==> src/rtl/seg_msg_arbiter.sv <==
// Seven-segment message arbiter: shares one 8-digit frame between an alert
// source (0), a notice source (1) and a live background banner (2). Sources
// 0 and 1 post one-shot frames that are latched and held for a fixed time;
// source 0 pre-empts source 1, and the banner shows whenever nothing is held.
module seg_msg_arbiter #(
  parameter int TICK_DIV   = 100000,  // clk cycles per hold tick, >= 2
  parameter int HOLD_TICKS = 1000     // hold length in ticks, >= 1
) (
  input  logic        clk,
  input  logic        rst,
  input  logic [2:0]  req,
  input  logic [63:0] frame0,
  input  logic [63:0] frame1,
  input  logic [63:0] frame2,
  output logic [2:0]  ack,
  output logic [2:0]  done,
  output logic [63:0] frame_out,
  output logic [1:0]  owner,
  output logic        busy
);

  localparam int PSC_W = (TICK_DIV > 1) ? $clog2(TICK_DIV) : 1;
  localparam int HC_W  = $clog2(HOLD_TICKS + 1);

  // Owner encoding doubles as the FSM state: 0/1 are HOLD, 2/3 are IDLE.
  typedef enum logic [1:0] {
    OWN_ALERT  = 2'd0,
    OWN_NOTICE = 2'd1,
    OWN_BANNER = 2'd2,
    OWN_NONE   = 2'd3
  } owner_e;

  owner_e            owner_q;
  logic [1:0]        pend;
  logic [63:0]       buf0;
  logic [63:0]       buf1;
  logic [PSC_W-1:0]  psc;
  logic [HC_W-1:0]   hold_cnt;

  logic              hold_active;
  logic              psc_wrap;
  logic              expire;
  logic              restart;
  logic [1:0]        pend_nx;
  logic [63:0]       buf0_nx;
  logic [63:0]       buf1_nx;
  owner_e            owner_nx;
  logic [63:0]       frame_nx;
  logic [2:0]        done_nx;

  assign owner = owner_q;

  // Next-state selection: latching, expiry, priority and the displayed frame.
  always_comb begin
    // NOTE: every signal assigned here gets a default first so no latch is inferred.
    hold_active = ~owner_q[1];
    psc_wrap    = (psc == PSC_W'(TICK_DIV - 1));
    // A request from the owner in its last cycle refreshes instead of expiring.
    expire      = hold_active && psc_wrap && (hold_cnt == HC_W'(1)) && !req[owner_q[0]];
    done_nx     = 3'b000;
    pend_nx     = pend;
    if (expire) begin
      done_nx[owner_q[0]] = 1'b1;
      pend_nx[owner_q[0]] = 1'b0;
    end
    pend_nx = pend_nx | req[1:0];
    buf0_nx = req[0] ? frame0 : buf0;
    buf1_nx = req[1] ? frame1 : buf1;

    if (pend_nx[0])      owner_nx = OWN_ALERT;
    else if (pend_nx[1]) owner_nx = OWN_NOTICE;
    else if (req[2])     owner_nx = OWN_BANNER;
    else                 owner_nx = OWN_NONE;

    // Fresh hold when a held source takes over, or its owner re-requests.
    restart = !owner_nx[1] && ((owner_nx != owner_q) || req[owner_nx[0]]);

    frame_nx = 64'h0;
    case (owner_nx)
      OWN_ALERT:  frame_nx = buf0_nx;
      OWN_NOTICE: frame_nx = buf1_nx;
      OWN_BANNER: frame_nx = frame2;
      default:    frame_nx = 64'h0;
    endcase
  end

  // Registered outputs, pending flags, frame buffers and hold timers.
  always_ff @(posedge clk) begin
    if (rst) begin
      // NOTE: the frame buffers are plain registers, cheap enough to clear on reset.
      ack       <= 3'b000;
      done      <= 3'b000;
      frame_out <= 64'h0;
      owner_q   <= OWN_NONE;
      busy      <= 1'b0;
      pend      <= 2'b00;
      buf0      <= 64'h0;
      buf1      <= 64'h0;
      psc       <= '0;
      hold_cnt  <= '0;
    end else begin
      // NOTE: non-blocking assignments keep every register sampling pre-edge values.
      ack       <= {1'b0, req[1:0]};
      done      <= done_nx;
      frame_out <= frame_nx;
      owner_q   <= owner_nx;
      busy      <= !owner_nx[1];
      pend      <= pend_nx;
      buf0      <= buf0_nx;
      buf1      <= buf1_nx;
      if (restart) begin
        psc      <= '0;
        hold_cnt <= HC_W'(HOLD_TICKS);
      end else if (!owner_nx[1]) begin
        if (psc_wrap) begin
          psc      <= '0;
          hold_cnt <= hold_cnt - 1'b1;
        end else begin
          psc <= psc + 1'b1;
        end
      end else begin
        psc      <= '0;
        hold_cnt <= '0;
      end
    end
  end

endmodule

==> config.mk <==
export PLATFORM = sky130hd
export DESIGN_NAME = seg_msg_arbiter
export DESIGN_NICKNAME = d
export VERILOG_FILES = /design/src/rtl/seg_msg_arbiter.sv
export SDC_FILE = /design/constraint.sdc
export NUM_CORES = 1
export LEC_CHECK = 0
export CAP_MARGIN = 25
export CORE_ASPECT_RATIO = 0.9
export CORE_UTILIZATION = 52
export DETAILED_ROUTE_END_ITERATION = 8
export GPL_ROUTABILITY_DRIVEN = 0
export HOLD_SLACK_MARGIN = 0.06
export PLACE_DENSITY = 0.85
export SETUP_SLACK_MARGIN = 0.4
export SLEW_MARGIN = 10
export SYNTH_ARGS = -nofsm -noshare
export SYNTH_HDL_FRONTEND = slang
export SYNTH_SLANG_ARGS = --single-unit
export TNS_END_PERCENT = 10
==> constraint.sdc <==
create_clock -name clk -period 4.5 [get_ports clk]
set_input_delay 0.45 -clock clk [delete_from_list [all_inputs] [get_ports clk]]
set_output_delay 0.45 -clock clk [all_outputs]
set_load 0.01 [all_outputs]
# Word level (Yosys, flattened, before mapping)
# Cells that the tools add are included.
[totals]
output_inout_bits = 73
ff_bits = 230
[classes]
mux = 18
n_reduce_logical = 14
bitwise = 5
n_addsub = 2
magnitude_cmp = 4
eq_ne = 5
[op_table]
columns = ["cell", "n"]
rows = [
  ["$pmux 64 s3", 1],
  ["$mux 64", 2],
  ["$mux 10", 3],
  ["$add 17x1->17 const B", 1],
  ["$eq 17x17->1 const B", 1],
  ["$eq 10x1->1 const B", 1],
  ["$sub 10x1->10 const B", 1],
  ["$mux 1", 7],
  ["$logic_and 1x1->1", 6],
  ["$lt 1x3->1 const B", 2],
  ["$mux 2", 3],
  ["$reduce_or 4->1", 1],
  ["$reduce_bool 3->1", 1],
  ["$reduce_or 3->1", 1],
  ["$and 2x2->2", 1],
  ["$demux 1 s1", 2],
  ["$eq 2x1->1 const B", 1],
  ["$eq 2x2->1 const B", 1],
  ["$logic_not 1->1", 2],
  ["$logic_not 2->1", 1],
  ["$lt 1x2->1 const B", 1],
  ["$ne 2x2->1", 1],
  ["$not 1->1", 2],
  ["$not 2->2", 1],
  ["4 further kinds", 4],
]

# Logic depth before layout (Yosys ltp)
# Gate-level depths: netlist of the first run.
[depth]
word_depth = 15
mapped_depth = 10

# Least setup slack after synthesis of the first run
# Ideal clock, no wire load.
[synth_path]
path_type = "reg-to-reg"
from = "register psc[0]"
to = "register hold_cnt[3]"
stages_incl_launch_ff = 9
n_path_buf = 1
setup_slack_ps = 2007
t_arrival_ps = 2349
required_time_ps = 4356
cell_sequence = "dfxtp_1 -> ha_1 -> and4_1 -> nand4_1 -> or3_1 -> a211oi_2 -> buf_4 -> mux2i_1 -> a31oi_1"
[synth_via]
elab_chain_len = 13
elab_cells_between_ends = 17
cone_classes = "eq/ne: 2; mux: 7; bitwise: 1; reduce/logical: 7"
[synth_rtl]
columns = ["item", "line_no", "source"]
rows = [
  ["start: declaration", "37", "logic [PSC_W-1:0] psc;"],
  ["start signal: assignment", "119", "psc <= psc + 1'b1;"],
  ["$eq 17x17->1 *", "57", "psc_wrap = (psc == PSC_W'(TICK_DIV - 1));"],
  ["$logic_and 1x1->1 (3 in a row)", "59", "expire = hold_active && psc_wrap && (hold_cnt == HC_W'(1)) && !req[owner_q[0]];"],
  ["$mux 2", "62", "if (expire) begin"],
  ["$or 2x2->2", "66", "pend_nx = pend_nx | req[1:0];"],
  ["$mux 2", "71", "else if (pend_nx[1]) owner_nx = OWN_NOTICE;"],
  ["$mux 2", "70", "if (pend_nx[0]) owner_nx = OWN_ALERT;"],
  ["$mux 1 (not written as such) (2 in a row)", "76", "restart = !owner_nx[1] && ((owner_nx != owner_q) || req[owner_nx[0]]);"],
  ["$logic_or 1x1->1", "76", ""],
  ["$logic_and 1x1->1", "76", ""],
  ["$reduce_bool 3->1 (no source line) / $mux 10 (equally long branches)", "n/a", ""],
  ["end signal: assignment", "113", "hold_cnt <= HC_W'(HOLD_TICKS);"],
  ["end signal: assignment", "117", "hold_cnt <= hold_cnt - 1'b1;"],
  ["end: declaration", "38", "logic [HC_W-1:0] hold_cnt;"],
]
# Every way passes the cells marked *; elsewhere a longest branch is shown, timed or not. The select of a mux whose other input is x is not followed.
# A chain may end at the register's enable or synchronous reset.

# Worst setup path after layout of the first run
[layout_path]
from = "register psc[0]"
to = "register hold_cnt[7]"
# The elaborated chain is that of the path after synthesis.

==> impl_metrics.py, run 1 <==
metrics = {
    "worst_setup_path": {
        "endpoint": "hold_cnt[7]",
        "cp-startpoint": "psc[0]",
        "crit_fanout": 51,
        "endpoint_kind": "flip-flop",
        "worstPathRequired_ns": 4.85,
        "crit_type": "flip-flop to flip-flop",
        "cp.arrival_ns": 3.68,
        "rr_worst_depth": 9,
        "r2r-start": "psc[0]",
        "worst_setup_path_start_kind": "flip-flop",
        "reg2reg_setup_slack_ns": 1.17,
        "rr_endpoint": "hold_cnt[7]",
    },
    "sta": {
        "whs_ns": 0.431,
        "tightest_slew_ns": 1.03,
        "setup_tns_ns": 0,
        "final-setup-viol-count": 0,
        "fin_skew_ns": 0.0116,
        "hold_viol_final": 0,
        "rsz0062_at_grt": "false",
        "drv_slew": 0,
        "relSlewSlack_pct": 31.6,
        "max_freq_mhz": 301,
        "min_period_ns": 3.33,
        "finalCritPeriodShare_pct": 73.9,
    },
    "floorplan": {
        "die_area_mm2": 0.0187,
        "fp.dieH_um": 130,
        "num_rows": 46,
        "io_pins": 270,
        "die_w_um": 144,
        "start_util_pct": 53.3,
        "core_area_mm2": 0.0177,
    },
    "cts": {
        "clock_path_buffers": 3,
        "cts_hold_buffers": 0,
        "post_cts_buffers": 0,
        "post_cts_resized": 0,
        "cts-root-buf": "clkbuf_16",
        "clock-sinks": 228,
        "worstSkewPairLatency_ns": 0.50,
        "clk_pin_slew_worst_paths_ns": 0.06,
        "cts_tree": "built",
        "cts_htree_levels": 1,
        "cts_buffers": 23,
    },
    "logic_synthesis": {
        "syn_inst": 1047,
        "ys_ff_latch": 228,
        "synth_common_cells": "dfxtp_1 (228), nor2_1 (162), a21oi_1 (130), and2_1 (128)",
        "yosys.cell_count.top_type": "dfxtp_1",
        "synthArstFlopShare_pct": 0,
        "synth_cell_types": 46,
        "ys_top_cells_by_area": "dfxtp_1 (48%), and2_1 (8.5%), mux2i_1 (7.0%)",
        "yosysSeqAreaShare_pct": 48.5,
        "yosysTopAreaCell": "dfxtp_1",
        "ys.flop_type": "dfxtp_1",
        "yosysTopAreaCellShare_pct": 48.5,
        "syn_area_mm2": 0.00942,
        "synth_edf_count": 0,
        "yosys_warnings": 0,
        "avgSynthCellArea_um2": 9.00,
    },
    "route": {
        "first_iter_violations": 482,
        "drt-total-wl_um": 27200,
        "vias_per_cell": 5.51,
        "vias": 8405,
        "drc": 0,
        "first_pass_iters": 5,
        "wl_per_cell_um": 17.8,
        "ant_nets": 0,
    },
    "cells_and_area": {
        "register_area_mm2": 0.00456,
        "fin_nets": 1472,
        "drive_above_1_share_pct": 4.75,
        "multi_input_area_mm2": 0.00449,
        "fill_cells": 1314,
        "area_growth_pct": 37.2,
        "layoutNonFillerInstCount": 1526,
        "post-route-util_pct": 73.1,
    },
    "run_status": {
        "status": "complete, no violations",
    },
    "global_route": {
        "grt_start_max_net_pins": 80,
        "antenna_found_initial": 0,
        "grt_pass1_vias": 8121,
        "grt_overflow": 0,
        "grt_usage_pct": 28.4,
        "grt_pass1_wl_um": 41400,
    },
    "place": {
        "place_hpwl_um": 17400,
        "dp.cells": 1487,
        "numPortBuffers": 267,
    },
    "pwr": {
        "powerDensity_mw_per_mm2": 367,
        "peakVddDrop_mv": 0.255,
        "p_leak_nw": 4.93,
    },
    "worst_hold_path": {
        "hp-class": "input pin to flip-flop",
    },
    "job": {
        "maxCapViolations": 0,
    },
}
[final cells by class]
| class | count | share of cell area (%) |
|---|---|---|
| inverters | 8 | 0.232 |
| clock buffers | 34 | 5.32 |
| well taps | 240 | 2.32 |
| flip-flops and latches | 228 | 35.3 |
| diodes | 1 | 0.0194 |
| clock inverters | 4 | 0.542 |
| multi-input cells | 732 | 34.8 |
| repair buffers | 279 | 21.5 |
[sequential cells by signal, summed over array words and instances (netlist names)]
| signal | count |
|---|---|
| ack | 2 |
| buf0 | 64 |
| buf1 | 64 |
| busy | 1 |
| done | 2 |
| frame_out | 64 |
| hold_cnt | 10 |
| owner | 2 |
| pend | 2 |
| psc | 17 |
[cell families after synthesis]
family                     count (synthesis)  synth area share (%)
and+or+nand+nor                          427                  23.7
DFF                                      228                  48.5
AOI/OAI and AO/OA                        210                  14.2
buffers and inverters                     88                  4.04
muxes                                     66                  7.01
xor gates and xnor gates                  24                  2.23
adders and majority gates                  3                 0.399
other                                      1                0.0398
[report_power, final]
group	total, mW	switching [mW]	internal [mW]
combinational	0.649	0.289	0.360
clock	1.92	0.762	1.16
sequential	2.17	0.0437	2.13
total	4.74	1.09	3.65
[per-layer routing]
layer	GRT usage, %	routed length [µm]	vias up
li1	-	-	4027
met1	34.3	11000	3972
met2	47.6	12800	339
met3	7.32	2380	67
met4	12.6	1030	0
met5	0	0	-
[worst max-delay path, stage by stage (launching register included)]
cell      delay [ns]
dfxtp_1         0.37
ha_1            0.21
and4_1          0.29
nand4_1         0.10
buf_4           0.20
or3_1           0.44
a211oi_4        0.32
buf_4           0.59
mux2i_1         0.50
a31oi_1         0.15
[per-stage QoR]
stage / cell area (µm²) / setup slack [ns] / power (mW)
detailed placement: 12200 / 1.19 / 2.86
CTS: 12900 / 1.17 / 4.77
global route: 12900 / 0.897 / 4.91
finish: 12900 / 1.17 / 4.74
floorplan: 9420 / 2.01 / 2.52
global placement: 12200 / 1.31 / 2.85
[worst min path at each step]
stage / end / startpoint / cells after the start
floorplan: psc[0] / psc[0] / 1
global placement: psc[0] / psc[0] / 1
detailed placement: buf1[45] / buf1[45] / 2
CTS: buf1[13] / req[1] / 3
global route: buf1[5] / req[1] / 3
finish: buf1[13] / req[1] / 3
[placed cells by master, fill, tap and decap left out, types with 2 or more instances in the layout]
cell             synthesis  final
nand2b_1                66     66
clkbuf_1                56      4
mux2i_1                 66     66
clkbuf_16                0     23
and3_1                   2      2
and4_1                   3      3
buf_12                   0      2
nand2_1                 20     20
and2_1                 128    128
or2_2                    4      4
nand4_1                  5      5
or3_1                    2      2
ha_1                     3      3
a221oi_1                64     64
conb_1                   1      2
a21oi_1                130    130
inv_1                    7      7
buf_4                    8     12
buf_2                   10      2
nor4b_1                  2      2
nand3_1                  5      5
a31oi_1                  7      7
nor2_1                 162    162
clkdlybuf4s50_1          0    263
bufinv_16                0      2
xnor2_1                 14     14
nor4_1                   3      3
clkinv_2                 0      2
nor3_1                  16     15
dfxtp_1                228    228
xor2_1                  10     10
clkbuf_8                 0      7
No activity file was read; power rests on OpenSTA's default activity.
==> run 2: changes to the inputs <==
Settings changed: CORE_UTILIZATION 52 to 48, PLACE_DENSITY 0.85 to 0.8.
Clock period 4.5 ns to 3.3 ns, I/O delays scaled along.
==> run 2 against run 1 <==
Compared with the run above:
- register-to-register slack got worse by 0.61 ns
- power rose by 33%
- largest power group unchanged
- flip-flop and latch count did not move
- setup slack got worse by 0.61 ns
==> impl_metrics.py, run 2 (synthesis results as in run 1) <==
metrics = {
    "run_status": {
        "status": "complete, no violations",
    },
    "route": {
        "wl_per_cell_um": 17.8,
        "drt-total-wl_um": 27500,
        "first_iter_violations": 459,
        "ant_nets": 0,
        "first_pass_iters": 5,
        "vias_per_cell": 5.44,
        "drc": 0,
        "vias": 8399,
    },
    "worst_setup_path": {
        "worstPathRequired_ns": 3.68,
        "rr_endpoint": "psc[15]",
        "endpoint_kind": "flip-flop",
        "cp.arrival_ns": 3.12,
        "crit_fanout": 24,
        "crit_buf_inv": 2,
        "cpPeakStageDelay_ns": 0.45,
        "slowest_stage": "or3_1",
        "reg2reg_setup_slack_ns": 0.56,
        "rr_worst_depth": 9,
        "worst_setup_path_start_kind": "flip-flop",
        "cp_top_family": "simple AND/OR/NAND/NOR gates",
        "cp-startpoint": "psc[0]",
        "crit_type": "flip-flop to flip-flop",
        "crit_path_frequent_cell": "buf_4",
        "r2r-start": "psc[0]",
        "path_cells": "ha_1 -> and4_1 -> nand4_1 -> or3_1 -> a211oi_4 -> buf_4 -> or4b_1 -> buf_4 -> nor3_1",
    },
    "cts": {
        "worstSkewPairLatency_ns": 0.51,
        "cts_htree_levels": 1,
        "cts-root-buf": "clkbuf_16",
        "clock_path_buffers": 3,
        "clock-sinks": 228,
        "cts_tree": "built",
        "cts_buffers": 23,
        "cts_hold_buffers": 0,
        "post_cts_buffers": 0,
        "clk_pin_slew_worst_paths_ns": 0.06,
    },
    "pwr": {
        "pwr-share-clk_pct": 38.5,
        "comb_power_share_pct": 14.3,
        "p_leak_nw": 4.95,
        "powerDensity_mw_per_mm2": 486,
        "seqPwrFrac_pct": 47.2,
        "switching_share_pct": 23.9,
        "p_sw_mw": 1.50,
        "peakVddDrop_mv": 0.321,
        "power.internal_mw": 4.79,
    },
    "cells_and_area": {
        "reg_top3": "buf0 (64), buf1 (64), frame_out (64)",
        "fin_nets": 1479,
        "fill_cells": 1579,
        "layout_commonest_cell": "clkdlybuf4s50_1",
        "layoutNonFillerInstCount": 1544,
        "final_area_mm2": 0.0130,
        "final_cell_mix": "clkdlybuf4s50_1 (263), dfxtp_1 (228), nor2_1 (162)",
        "drive_above_1_share_pct": 5.49,
        "area_growth_pct": 37.6,
    },
    "sta": {
        "setup_tns_ns": 0,
        "relSlewSlack_pct": 46.9,
        "max_freq_mhz": 365,
        "fin_skew_ns": 0.0144,
        "drv_slew": 0,
        "final-setup-viol-count": 0,
        "rsz0062_at_grt": "true",
        "tightest_slew_ns": 0.796,
        "finalCritPeriodShare_pct": 82.9,
        "min_period_ns": 2.74,
        "hold_viol_final": 0,
    },
    "worst_hold_path": {
        "min_from": "req[1]",
        "hp-class": "input pin to flip-flop",
        "whs_path_depth": 3,
        "min_to": "buf1[9]",
    },
    "floorplan": {
        "die_area_mm2": 0.0202,
        "fp.dieH_um": 135,
        "io_pins": 270,
        "start_util_pct": 49.0,
        "core_area_mm2": 0.0192,
        "num_rows": 48,
        "die_w_um": 150,
    },
    "place": {
        "place_hpwl_um": 18300,
        "placed_cell_area_mm2": 0.0122,
        "dp.cells": 1504,
        "numPortBuffers": 267,
    },
    "global_route": {
        "grt_overflow": 0,
        "grt_usage_pct": 26.7,
        "grt_start_max_net_pins": 71,
        "antenna_found_initial": 2,
        "grt_pass1_vias": 8115,
        "grt_pass1_wl_um": 42500,
    },
    "job": {
        "maxCapViolations": 0,
    },
}
-- run 2: per-layer routing --
metal | vias up | routed length [µm] | global-route usage (%)
met5 | - | 12 | 0
met2 | 405 | 12700 | 43.3
met4 | 2 | 1020 | 10.8
met3 | 63 | 2140 | 5.07
met1 | 3880 | 11600 | 35.0
li1 | 4049 | - | -
-- run 2: how the worst max path moves through the flow --
stage                        endpoint  depth (start not counted)
after detailed placement  hold_cnt[7]                          7
after CTS                 hold_cnt[7]                          7
after global routing           psc[3]                          9
after global placement    hold_cnt[8]                          9
final                         psc[15]                          9
after floorplan           hold_cnt[3]                          8
-- run 2: timing repair --
action | CTS | global route
endpoints found under the setup margin | 0 | 10
resized for setup | 0 | 3
hold endpoints to repair | 0 | 0
-- run 2: area by class of cell --
type	count	area, µm²	share of cell area, %
clock buffer	32	659	5.09
timing repair buffer	286	2840	21.9
multi-input combinational	732	4510	34.8
antenna	1	2.50	0.0193
clock inverter	7	38.8	0.299
inverter	8	30.0	0.232
tap	250	313	2.41
sequential	228	4560	35.2
-- run 2: power groups by stage --
| stage | Combinational, mW | Clock (mW) | Sequential (mW) |
|---|---|---|---|
| floorplan | 0.405 | 0 | 3.04 |
| global placement | 0.884 | 0 | 3.02 |
| detailed placement | 0.893 | 0 | 3.02 |
| CTS | 0.899 | 2.48 | 2.97 |
| global route | 0.971 | 2.60 | 2.98 |
| finish | 0.900 | 2.43 | 2.97 |
-- run 2: stage by stage --
stage / setup slack [ns] / hold WS, ns / power [mW] / util (%)
2_1_floorplan: 0.807 / 0.448 / 3.44 / -
5_1_grt: 0.385 / 0.307 / 6.55 / 67.4
6_report: 0.564 / 0.308 / 6.29 / 67.4
4_1_cts: 0.408 / 0.287 / 6.34 / 67.3
3_5_place_dp: 0.420 / 0.468 / 3.92 / 63.7
3_3_place_gp: 0.495 / 0.459 / 3.90 / 63.7
-- run 2: tightest hold or removal path: cells and delay by family --
| family | cells | cell delay (ns) |
|---|---|---|
| buffers and inverters | 1 | 0.20 |
| muxes | 1 | 0.16 |
| and+or+nand+nor | 1 | 0.07 |
